**src/rtl/lsu_word_port.sv**
```systemverilog
// Load/store unit in front of a 32-bit little-endian word RAM port; sub-word stores use read-modify-write.
// Optional: define MISALIGN_TRAP_EN to answer misaligned or reserved-size requests with rsp_err instead of accessing RAM.
`timescale 1ns/1ps
module lsu_word_port #(
   parameter int unsigned              ADDR_W    = 32,
   parameter logic [ADDR_W-1:0]        ADDR_MASK = ADDR_W'(32'h0000_FFFF)
) (
   input  logic              m_clock,
   input  logic              p_reset,
   input  logic              req_valid,
   output logic              req_ready,
   input  logic              req_we,
   input  logic [1:0]        req_size,
   input  logic              req_unsigned,
   input  logic [ADDR_W-1:0] req_addr,
   input  logic [31:0]       req_wdata,
   output logic              rsp_valid,
   input  logic              rsp_ready,
   output logic [31:0]       rsp_rdata,
   output logic              rsp_err,
   output logic [ADDR_W-1:0] mem_addr,
   output logic [31:0]       mem_wdata,
   output logic              mem_we,
   input  logic [31:0]       mem_rdata
);

   localparam int unsigned DATA_W = 32;
   localparam int unsigned HALF_W = 16;

   typedef enum logic [1:0] {S_IDLE, S_RD, S_WR, S_RESP} state_t;

   state_t              state_q, state_d;
   logic [1:0]          addr_lo_q, addr_lo_d;
   logic [1:0]          size_q, size_d;
   logic                we_q, we_d;
   logic                uns_q, uns_d;
   logic [HALF_W-1:0]   wdata_q, wdata_d;
   logic                rsp_valid_q, rsp_valid_d;
   logic [DATA_W-1:0]   rsp_rdata_q, rsp_rdata_d;
   logic                rsp_err_q, rsp_err_d;
   logic [ADDR_W-1:0]   mem_addr_q, mem_addr_d;
   logic [DATA_W-1:0]   mem_wdata_q, mem_wdata_d;
   logic                trap_c;

   // Lane extract plus sign/zero extension; any word-class size passes the word through.
   function automatic logic [DATA_W-1:0] extract(input logic [DATA_W-1:0] w, input logic [1:0] sz,
                                                 input logic [1:0] lo, input logic uns);
      logic [7:0]        b;
      logic [HALF_W-1:0] h;
      b = w[{lo, 3'b000} +: 8];
      h = lo[1] ? w[31:16] : w[15:0];
      case (sz)
         2'b00:   return {{24{~uns & b[7]}}, b};
         2'b01:   return {{16{~uns & h[15]}}, h};
         default: return w;
      endcase
   endfunction

   // Replace only the addressed lane(s) of the word read back from RAM.
   function automatic logic [DATA_W-1:0] merge(input logic [DATA_W-1:0] w, input logic [HALF_W-1:0] d,
                                               input logic [1:0] sz, input logic [1:0] lo);
      logic [DATA_W-1:0] r;
      r = w;
      if (sz == 2'b00) begin
         r[{lo, 3'b000} +: 8] = d[7:0];
      end else if (lo[1]) begin
         r[31:16] = d;
      end else begin
         r[15:0] = d;
      end
      return r;
   endfunction

`ifdef MISALIGN_TRAP_EN
   always_comb begin
      trap_c = 1'b0;
      case (req_size)
         2'b01:   trap_c = req_addr[0];
         2'b10:   trap_c = (req_addr[1:0] != 2'b00);
         2'b11:   trap_c = 1'b1;
         default: trap_c = 1'b0;
      endcase
   end
`else
   assign trap_c = 1'b0;
`endif

   always_ff @(posedge m_clock) begin
      if (!p_reset) begin
         state_q     <= S_IDLE;
         addr_lo_q   <= 2'b00;
         size_q      <= 2'b00;
         we_q        <= 1'b0;
         uns_q       <= 1'b0;
         wdata_q     <= '0;
         rsp_valid_q <= 1'b0;
         rsp_rdata_q <= '0;
         rsp_err_q   <= 1'b0;
         mem_addr_q  <= '0;
         mem_wdata_q <= '0;
      end else begin
         state_q     <= state_d;
         addr_lo_q   <= addr_lo_d;
         size_q      <= size_d;
         we_q        <= we_d;
         uns_q       <= uns_d;
         wdata_q     <= wdata_d;
         rsp_valid_q <= rsp_valid_d;
         rsp_rdata_q <= rsp_rdata_d;
         rsp_err_q   <= rsp_err_d;
         mem_addr_q  <= mem_addr_d;
         mem_wdata_q <= mem_wdata_d;
      end
   end

   // Next-state and register updates; word stores skip the read cycle.
   always_comb begin
      state_d     = state_q;
      addr_lo_d   = addr_lo_q;
      size_d      = size_q;
      we_d        = we_q;
      uns_d       = uns_q;
      wdata_d     = wdata_q;
      rsp_valid_d = rsp_valid_q;
      rsp_rdata_d = rsp_rdata_q;
      rsp_err_d   = rsp_err_q;
      mem_addr_d  = mem_addr_q;
      mem_wdata_d = mem_wdata_q;
      case (state_q)
         S_IDLE: begin
            if (req_valid) begin
               addr_lo_d   = req_addr[1:0];
               size_d      = req_size;
               we_d        = req_we;
               uns_d       = req_unsigned;
               wdata_d     = req_wdata[15:0];
               mem_addr_d  = req_addr & ADDR_MASK & ~ADDR_W'(3);
               mem_wdata_d = req_wdata;
               rsp_rdata_d = '0;
               rsp_err_d   = 1'b0;
               if (trap_c) begin
                  rsp_err_d   = 1'b1;
                  rsp_valid_d = 1'b1;
                  state_d     = S_RESP;
               end else if (req_we && req_size[1]) begin
                  state_d = S_WR;
               end else begin
                  state_d = S_RD;
               end
            end
         end
         S_RD: begin
            if (we_q) begin
               mem_wdata_d = merge(mem_rdata, wdata_q, size_q, addr_lo_q);
               state_d     = S_WR;
            end else begin
               rsp_rdata_d = extract(mem_rdata, size_q, addr_lo_q, uns_q);
               rsp_valid_d = 1'b1;
               state_d     = S_RESP;
            end
         end
         S_WR: begin
            rsp_valid_d = 1'b1;
            state_d     = S_RESP;
         end
         S_RESP: begin
            if (rsp_ready) begin
               rsp_valid_d = 1'b0;
               state_d     = S_IDLE;
            end
         end
         default: state_d = S_IDLE;
      endcase
   end

   // Handshake and write strobe are gated by reset so nothing leaks out while it is held.
   assign req_ready = p_reset && (state_q == S_IDLE);
   assign mem_we    = p_reset && (state_q == S_WR);
   assign rsp_valid = rsp_valid_q;
   assign rsp_rdata = rsp_rdata_q;
   assign rsp_err   = rsp_err_q;
   assign mem_addr  = mem_addr_q;
   assign mem_wdata = mem_wdata_q;

endmodule
```
**config.mk**
```make
export PLATFORM = sky130hd
export DESIGN_NAME = lsu_word_port
export DESIGN_NICKNAME = d
export VERILOG_FILES = /design/src/rtl/lsu_word_port.sv
export SDC_FILE = /design/constraint.sdc
export NUM_CORES = 1
export LEC_CHECK = 0
export ABC_AREA = 1
export CORE_UTILIZATION = 35
export DETAILED_ROUTE_END_ITERATION = 12
export HOLD_SLACK_MARGIN = 0.15
export PLACE_DENSITY_LB_ADDON = 0.2
export SYNTH_ARGS = -nofsm -noshare
export SYNTH_HDL_FRONTEND = slang
export SYNTH_SLANG_ARGS = --single-unit
```
**constraint.sdc**
```tcl
create_clock -name m_clock -period 1.95 [get_ports m_clock]
set_input_delay 0.4875 -clock m_clock [delete_from_list [all_inputs] [get_ports m_clock]]
set_output_delay 0.4875 -clock m_clock [all_outputs]
set_load 0.05 [all_outputs]
```
==> summary.txt, run 1 <==
Run status
  • Run status: finished clean

Finish
  • Reg area: slightly above 0.002 sq mm
  • Multi-input gate area in the final layout: approximately 0.0032 sq mm
  • Area grow syn2layout: 35.1%
  • # fillers: 1720
  • N_diodes: 0
  • Share of post-route cells with drive strength above 1: 0.170
  • Fin nets: around 1100

Yosys
  • Syn_area_per_cell: 6.73 sq um
  • Top cells by count, synth: 155 x nand2_1, 147 x a21oi_1, 123 x o21ai_0
  • Most common cell in the netlist: nand2_1
  • Register area share after synthesis: 0.350
  • FFs w/ async S/R, synth: 0
  • Post-synth EDFFs: 0
  • Distinct cells, synth: 36
  • Leading area contributor after synthesis: dfxtp_1
  • Yosys warns: 0
  • Synthesized flop and latch total: slightly above 100
  • Post-Syn Instances: slightly below 900
  • Yosys top cell area share: 0.350
  • Dominant synthesized flop cell: dfxtp_1
  • Mapped cell area: a little under 0.006 sq mm
  • Ranking of synthesized cells by area: dfxtp_1 35%, a21oi_1 13%, o21ai_0 10%

Worst setup path
  • Worst-path maximum fanout: 5
  • Reg2Reg Setup Slack: 0.11 ns
  • Critical Path Start Type: register
  • Critical path arrival: approximately 1.4 ns
  • Worst r2r path cells: 8
  • Critical path's slowest cell: dfxtp_1
  • CP dominant cell by count: inv_1
  • RR Startpoint: addr_lo_q[1]
  • Buf/Inv on CP: 3
  • Crit path largest cell delay: around 0.38 ns
  • Critical path class: register to primary output
  • Worst path required time: about 1.5 ns
  • CP top delay family: flip-flops
  • Crit-path cells: inv_1, ha_1, nand2_1, inv_1, buf_12
  • Critical Path End Type: primary output
  • Reg2reg end: mem_wdata[17]

Clock network
  • Clk Latency, worst-skew pair: 0.36 ns
  • CTS root buffer: clkbuf_16
  • Post-CTS resize count: 0
  • Clock Tree Buf Depth: 2
  • Deepest level of the CTS H-tree: 3
  • Clock sink total: about 100
  • Hold buffers post-CTS: 0
  • Clock Pin Slew Worst Setup and Hold Paths: approximately 0.08 ns
  • Num CTS Buffers: 9
  • Setup bufs post-CTS: 0
  • TritonCTS clock tree: done

Placement
  • Detailed placer's ending HPWL: 14700 microns
  • I/O Buffers: 168
  • Final GP Congestion: around 0.94
  • DP Worst Slack: around 0.023 ns

Global route
  • First-pass GRT wire length: about 31000 microns
  • GRT Overall Usage: 0.227
  • Largest net degree at the start of global routing: slightly below 70
  • Total gr overflow: 0
  • Vias in the first global route: 5700
  • Initial antenna violation count: 0

Min path
  • Hold Path Stages: 3
  • Hold Path End: rsp_valid
  • Worst Hold Launch: p_reset
  • Hold Crit Class: primary input to register

Drt
  • Number of routed nets with antenna violations: 0
  • Vias post-DR: about 6300
  • DR pass1 iterations: 5
  • Avg Vias per Cell: between 5 and 6
  • Initial DRC Count: 415
  • Drt drc: 0
  • Detailed Route WL: around 20000 microns
  • Post-detailed-route wirelength per cell: 15.8 microns

Timing
  • Final Setup Violations: 0
  • Min Tclk post-route: 1.85 ns
  • Final Hold Viols: 0
  • Clock skew: around 0.0097 ns
  • Fin crit share: 0.948
  • Final Slew Violations: 0
  • Unrepaired setup endpoints after global routing: yes
  • Worst Setup Slack, final: ~0.10 ns
  • Hold WS: around 0.43 ns
  • Max Freq: roughly 0.54 GHz

Pwr
  • PD cells: 1600 mW/mm^2
  • Maximum VDD drop: between 0.9 and 1 mV
  • Reg power frac: 0.250
  • Part of the power in combinational logic: 0.588
  • Leak: ~0.0033 uW
  • Int Power: approximately 6300 uW
  • Switching Fraction: 0.502
  • Clock power share: 0.162
  • Sw power: 6370 uW

Floorplanning
  • Die area: approximately 0.017 sq mm
  • Core Box Area: between 0.015 and 0.02 sq mm
  • Chip Width: around 130 microns
  • I/O pin cnt: roughly 200
  • Starting Density: 0.356
  • Die Height: approximately 130 microns
  • Placement Rows: 47

Job
  • Max-cap viol count: 0
==> per-layer routing <==
metal / track usage / part of all wire / vias to the layer above
li1: - / - / 3200
met1: 0.303 / 0.45 / 2866
met2: 0.343 / 0.44 / 236
met3: 0.0571 / 0.075 / 29
met4: 0.105 / 0.033 / 0
met5: 0 / 0 / -
==> registers in the layout (all words and copies together), names as in the netlist <==
signal     flops
mem_addr      14
mem_wdata     32
we_q           1
rsp_rdata     32
uns_q          1
size_q         2
wdata_q       16
state_q        2
addr_lo_q      2
rsp_valid      1
==> cell type report <==
type | count | area share
tap | 220 | 0.0346
timing repair buffer | 201 | 0.228
sequential | 103 | 0.260
inverter | 63 | 0.0304
multi-input combinational | 646 | 0.405
clock buffer | 10 | 0.0301
clock inverter | 6 | 0.0121
==> worst max path at each step <==
stage                      start            end  slack (ns)  depth (start not counted)
finish                state_q[1]      req_ready        0.10                          5
global route        addr_lo_q[1]  mem_wdata[20]       -0.06                          8
CTS                   state_q[0]      req_ready        0.08                          5
detailed placement     req_valid  mem_wdata[23]        0.02                          9
global placement       req_valid   mem_wdata[7]        0.04                          9
floorplan           addr_lo_q[1]   mem_wdata[3]        0.16                         10
==> cell usage in the layout (no fill, tap or decap), drive strengths merged, types with 2 or more instances in the layout <==
master         netlist  final
nand2              170    170
a21oi              157    157
o21ai              124    124
buf                 38    115
dfxtp              103    103
clkdlybuf4s50        0     86
nor2                83     83
inv                 60     63
o211ai              36     36
nand3               32     32
conb                 1     19
clkbuf              42     10
ha                   9      9
o31ai                5      5
nand4                4      4
clkinv               3      3
or2                  2      2
bufinv               0      2
==> stage by stage <==
step	util	cells	instance area, sq um	TNS (ns)	power (uW)
floorplan	-	892	5950	0	8430
global placement	0.461	1233	7610	0	10600
detailed placement	0.461	1233	7610	0	10700
CTS	0.481	1249	7950	0	12700
global route	0.481	1249	7950	-0.252	13500
finish	0.481	1249	7950	0	12700
==> logic make-up after synthesis <==
group / count (synthesis) / share of synthesized area
AOI/OAI and AO/OA: 325 / 0.302
adders and majority gates: 9 / 0.0191
buffers and inverters: 143 / 0.114
DFF: 103 / 0.350
other: 1 / 0.000637
and+or+nand+nor: 293 / 0.214
==> power groups by stage <==
| stage | clock network, uW | logic (uW) | registers, uW |
|---|---|---|---|
| 6_report | 2050 | 7460 | 3170 |
| 4_1_cts | 2100 | 7480 | 3160 |
| 5_1_grt | 2200 | 8090 | 3250 |
| 2_1_floorplan | 0 | 3580 | 4850 |
| 3_5_place_dp | 0 | 7460 | 3200 |
| 3_3_place_gp | 0 | 7410 | 3200 |
==> worst reg2reg max path, stage by stage (launching register included) <==
cell and delay [ns]:
dfxtp_2 0.37, buf_12 0.26, ha_1 0.23, clkinv_1 0.13, nor4_2 0.35, nand2_1 0.16
nand2_1 0.10, nand2_1 0.05, a21oi_1 0.11
(Power assumes the default switching activity.)
==> run 2: changes to the inputs <==
--- a/config.mk
+++ b/config.mk
@@ -10,6 +10,7 @@
 export DETAILED_ROUTE_END_ITERATION = 12
 export HOLD_SLACK_MARGIN = 0.15
 export PLACE_DENSITY_LB_ADDON = 0.2
+export SKIP_LAST_GASP = 1
 export SYNTH_ARGS = -nofsm -noshare
 export SYNTH_HDL_FRONTEND = slang
 export SYNTH_SLANG_ARGS = --single-unit
==> constraint.sdc (replaced) <==
create_clock -name m_clock -period 1.88 [get_ports m_clock]
set_input_delay 0.47 -clock m_clock [delete_from_list [all_inputs] [get_ports m_clock]]
set_output_delay 0.47 -clock m_clock [all_outputs]
set_load 0.05 [all_outputs]
==> run 2 against run 1 <==
Effect of this change:
- first-iteration DRC count fell by 1.9%
- utilization rose by 0.20 points
- sequential cell count did not move
- worst hold slack got worse by 0.0079 ns
==> summary.txt, run 2 (synthesized netlist as in run 1, its figures left out) <==
Run status
  • Run status: finished clean

Global route
  • First-pass GRT wire length: around 30000 microns
  • GRT Overall Usage: 0.228
  • Largest net degree at the start of global routing: between 60 and 70
  • Total gr overflow: 0
  • Initial antenna violation count: 0
  • Vias in the first global route: 5766

Finish
  • Commonest non-fill, non-tap cell in the layout: nand2_1
  • Post-layout util: 0.483
  • Fin nets: ~1100
  • Share of post-route cells with drive strength above 1: 0.174
  • N_diodes: 0
  • Final Non-Filler Cells: between 1000 and 1500
  • Commonest cells after routing, fill and taps aside: 154 x nand2_1, 147 x a21oi_1, 123 x o21ai_0
  • Area grow syn2layout: 35.6%
  • # fillers: between 1500 and 2000

Clock network
  • Num CTS Buffers: 9
  • CTS root buffer: clkbuf_16
  • Setup bufs post-CTS: 0
  • Clock Pin Slew Worst Setup and Hold Paths: approximately 0.070 ns
  • Deepest level of the CTS H-tree: 3
  • TritonCTS clock tree: done
  • Clock Tree Buf Depth: 2
  • Clock sink total: about 100
  • Clk Latency, worst-skew pair: around 0.36 ns
  • Hold buffers post-CTS: 0

Worst setup path
  • Worst path required time: ~1.4 ns
  • CP dominant cell by count: inv_1
  • Crit path largest cell delay: 0.38 ns
  • Crit path capture: req_ready
  • Worst r2r path cells: 6
  • Critical Path Start Type: register
  • Reg2Reg Setup Slack: about 0.14 ns
  • Worst-path maximum fanout: 5
  • Critical path's slowest cell: dfxtp_1
  • Crit-path cells: inv_1, ha_1, nand2_1, inv_1, buf_12
  • Critical path arrival: between 1 and 1.5 ns
  • Beginning of the critical path: state_q[1]
  • Critical Path End Type: primary output
  • Reg2reg end: mem_wdata[30]
  • RR Startpoint: addr_lo_q[1]
  • Critical path class: register to primary output

Timing
  • Unrepaired setup endpoints after global routing: yes
  • Final Slew Violations: 0
  • Max Freq: between 0.5 and 0.6 GHz
  • Min Tclk post-route: about 1.8 ns
  • Final Hold Viols: 0
  • Fin crit share: 0.959
  • Final Setup Violations: 0
  • Clock skew: between 0.007 and 0.008 ns

Min path
  • Hold Crit Class: primary input to register

Placement
  • Final GP Congestion: approximately 0.94
  • Detailed placer's ending HPWL: between 10000 and 15000 microns
  • Placed Cells: around 1200
  • I/O Buffers: between 150 and 200

Floorplanning
  • Core Box Area: about 0.017 sq mm
  • Die area: 0.0173 sq mm
  • Placement Rows: 47
  • Die Height: about 130 microns
  • I/O pin cnt: a little over 200
  • Starting Density: 0.356
  • Chip Width: between 100 and 150 microns

Drt
  • Number of routed nets with antenna violations: 0
  • Detailed Route WL: 19600 microns
  • Initial DRC Count: a little over 400
  • Avg Vias per Cell: roughly 5.0
  • Vias post-DR: roughly 6300
  • DR pass1 iterations: 5
  • Drt drc: 0
  • Post-detailed-route wirelength per cell: ~16 microns

Job
  • Max-cap viol count: 0

Pwr
  • Part of the power in combinational logic: 0.591
  • Clock power share: 0.159
  • Maximum VDD drop: between 0.9 and 1 mV
  • Switching Fraction: 0.500
  • Sw power: roughly 6600 uW
  • Leak: 0.00331 uW
  • Int Power: roughly 6600 uW
  • Reg power frac: 0.250
  • PD cells: ~1600 mW/mm^2
==> run 2: cell types whose count changed in the layout (fill, tap and decap cells not counted), sizes merged <==
cell / delta
buf: +4
clkbuf: +1
clkinv: +1
clkinvlp: -1
inv: -1
==> run 2: worst max-delay path: cells and delay by family, from the launching register on <==
family                   cells  cell delay [ns]
AND/OR/NAND/NOR              1             0.08
buffers and inverters        3             0.28
flip-flops                   1             0.38
adder cells (fa/ha/maj)      1             0.24
==> run 2: how the worst min path moves through the flow <==
stage / start / end / slack (ns) / cells past startpoint
finish: p_reset / state_q[1] / 0.42 / 3
global route: p_reset / state_q[1] / 0.45 / 3
CTS: p_reset / state_q[1] / 0.42 / 3
detailed placement: rsp_rdata[9] / rsp_rdata[9] / 0.46 / 2
global placement: rsp_rdata[4] / rsp_rdata[4] / 0.45 / 2
floorplan: we_q / we_q / 0.46 / 2
==> run 2: timing repair <==
| action | in CTS | in global routing |
|---|---|---|
| resized for setup | 0 | 3 |
| endpoints found under the setup margin | 0 | 3 |
| hold endpoints to repair | 0 | 0 |
==> run 2: power by group through the flow <==
stage          Clock [uW]  Sequential (uW)  Combinational (uW)
2_1_floorplan           0             5030                3720
3_3_place_gp            0             3310                7710
3_5_place_dp            0             3320                7750
4_1_cts              2160             3280                7770
5_1_grt              2250             3370                8430
6_report             2090             3280                7770
==> run 2: cell type report <==
class                           instances  area, sq um  share of cell area
Clock buffer                           11          243              0.0304
Clock inverter                          5         88.8              0.0111
Inverter                               63          241              0.0303
Multi-Input combinational cell        646         3230               0.405
Sequential cell                       103         2060               0.259
Tap cell                              220          275              0.0345
Timing Repair Buffer                  205         1840               0.230
==> run 2: routing by layer <==
layer | vias up | track usage | part of all wire
met5 | - | 0 | 0
met4 | 0 | 0.0930 | 0.029
met3 | 23 | 0.0613 | 0.078
met2 | 229 | 0.349 | 0.44
met1 | 2850 | 0.302 | 0.45
li1 | 3200 | - | -
==> run 2: per-stage QoR <==
stage               hold WS (ns)  setup TNS [ns]  area (sq um)  power, uW  setup slack (ns)
global route               0.448        -0.00375          7980      14000          -0.00375
finish                     0.425               0          7980      13100            0.0764
global placement           0.454          -0.298          7640      11000           -0.0206
CTS                        0.419               0          7970      13200            0.0375
floorplan                  0.459               0          5950       8750            0.0904
detailed placement         0.455          -0.379          7640      11100           -0.0391
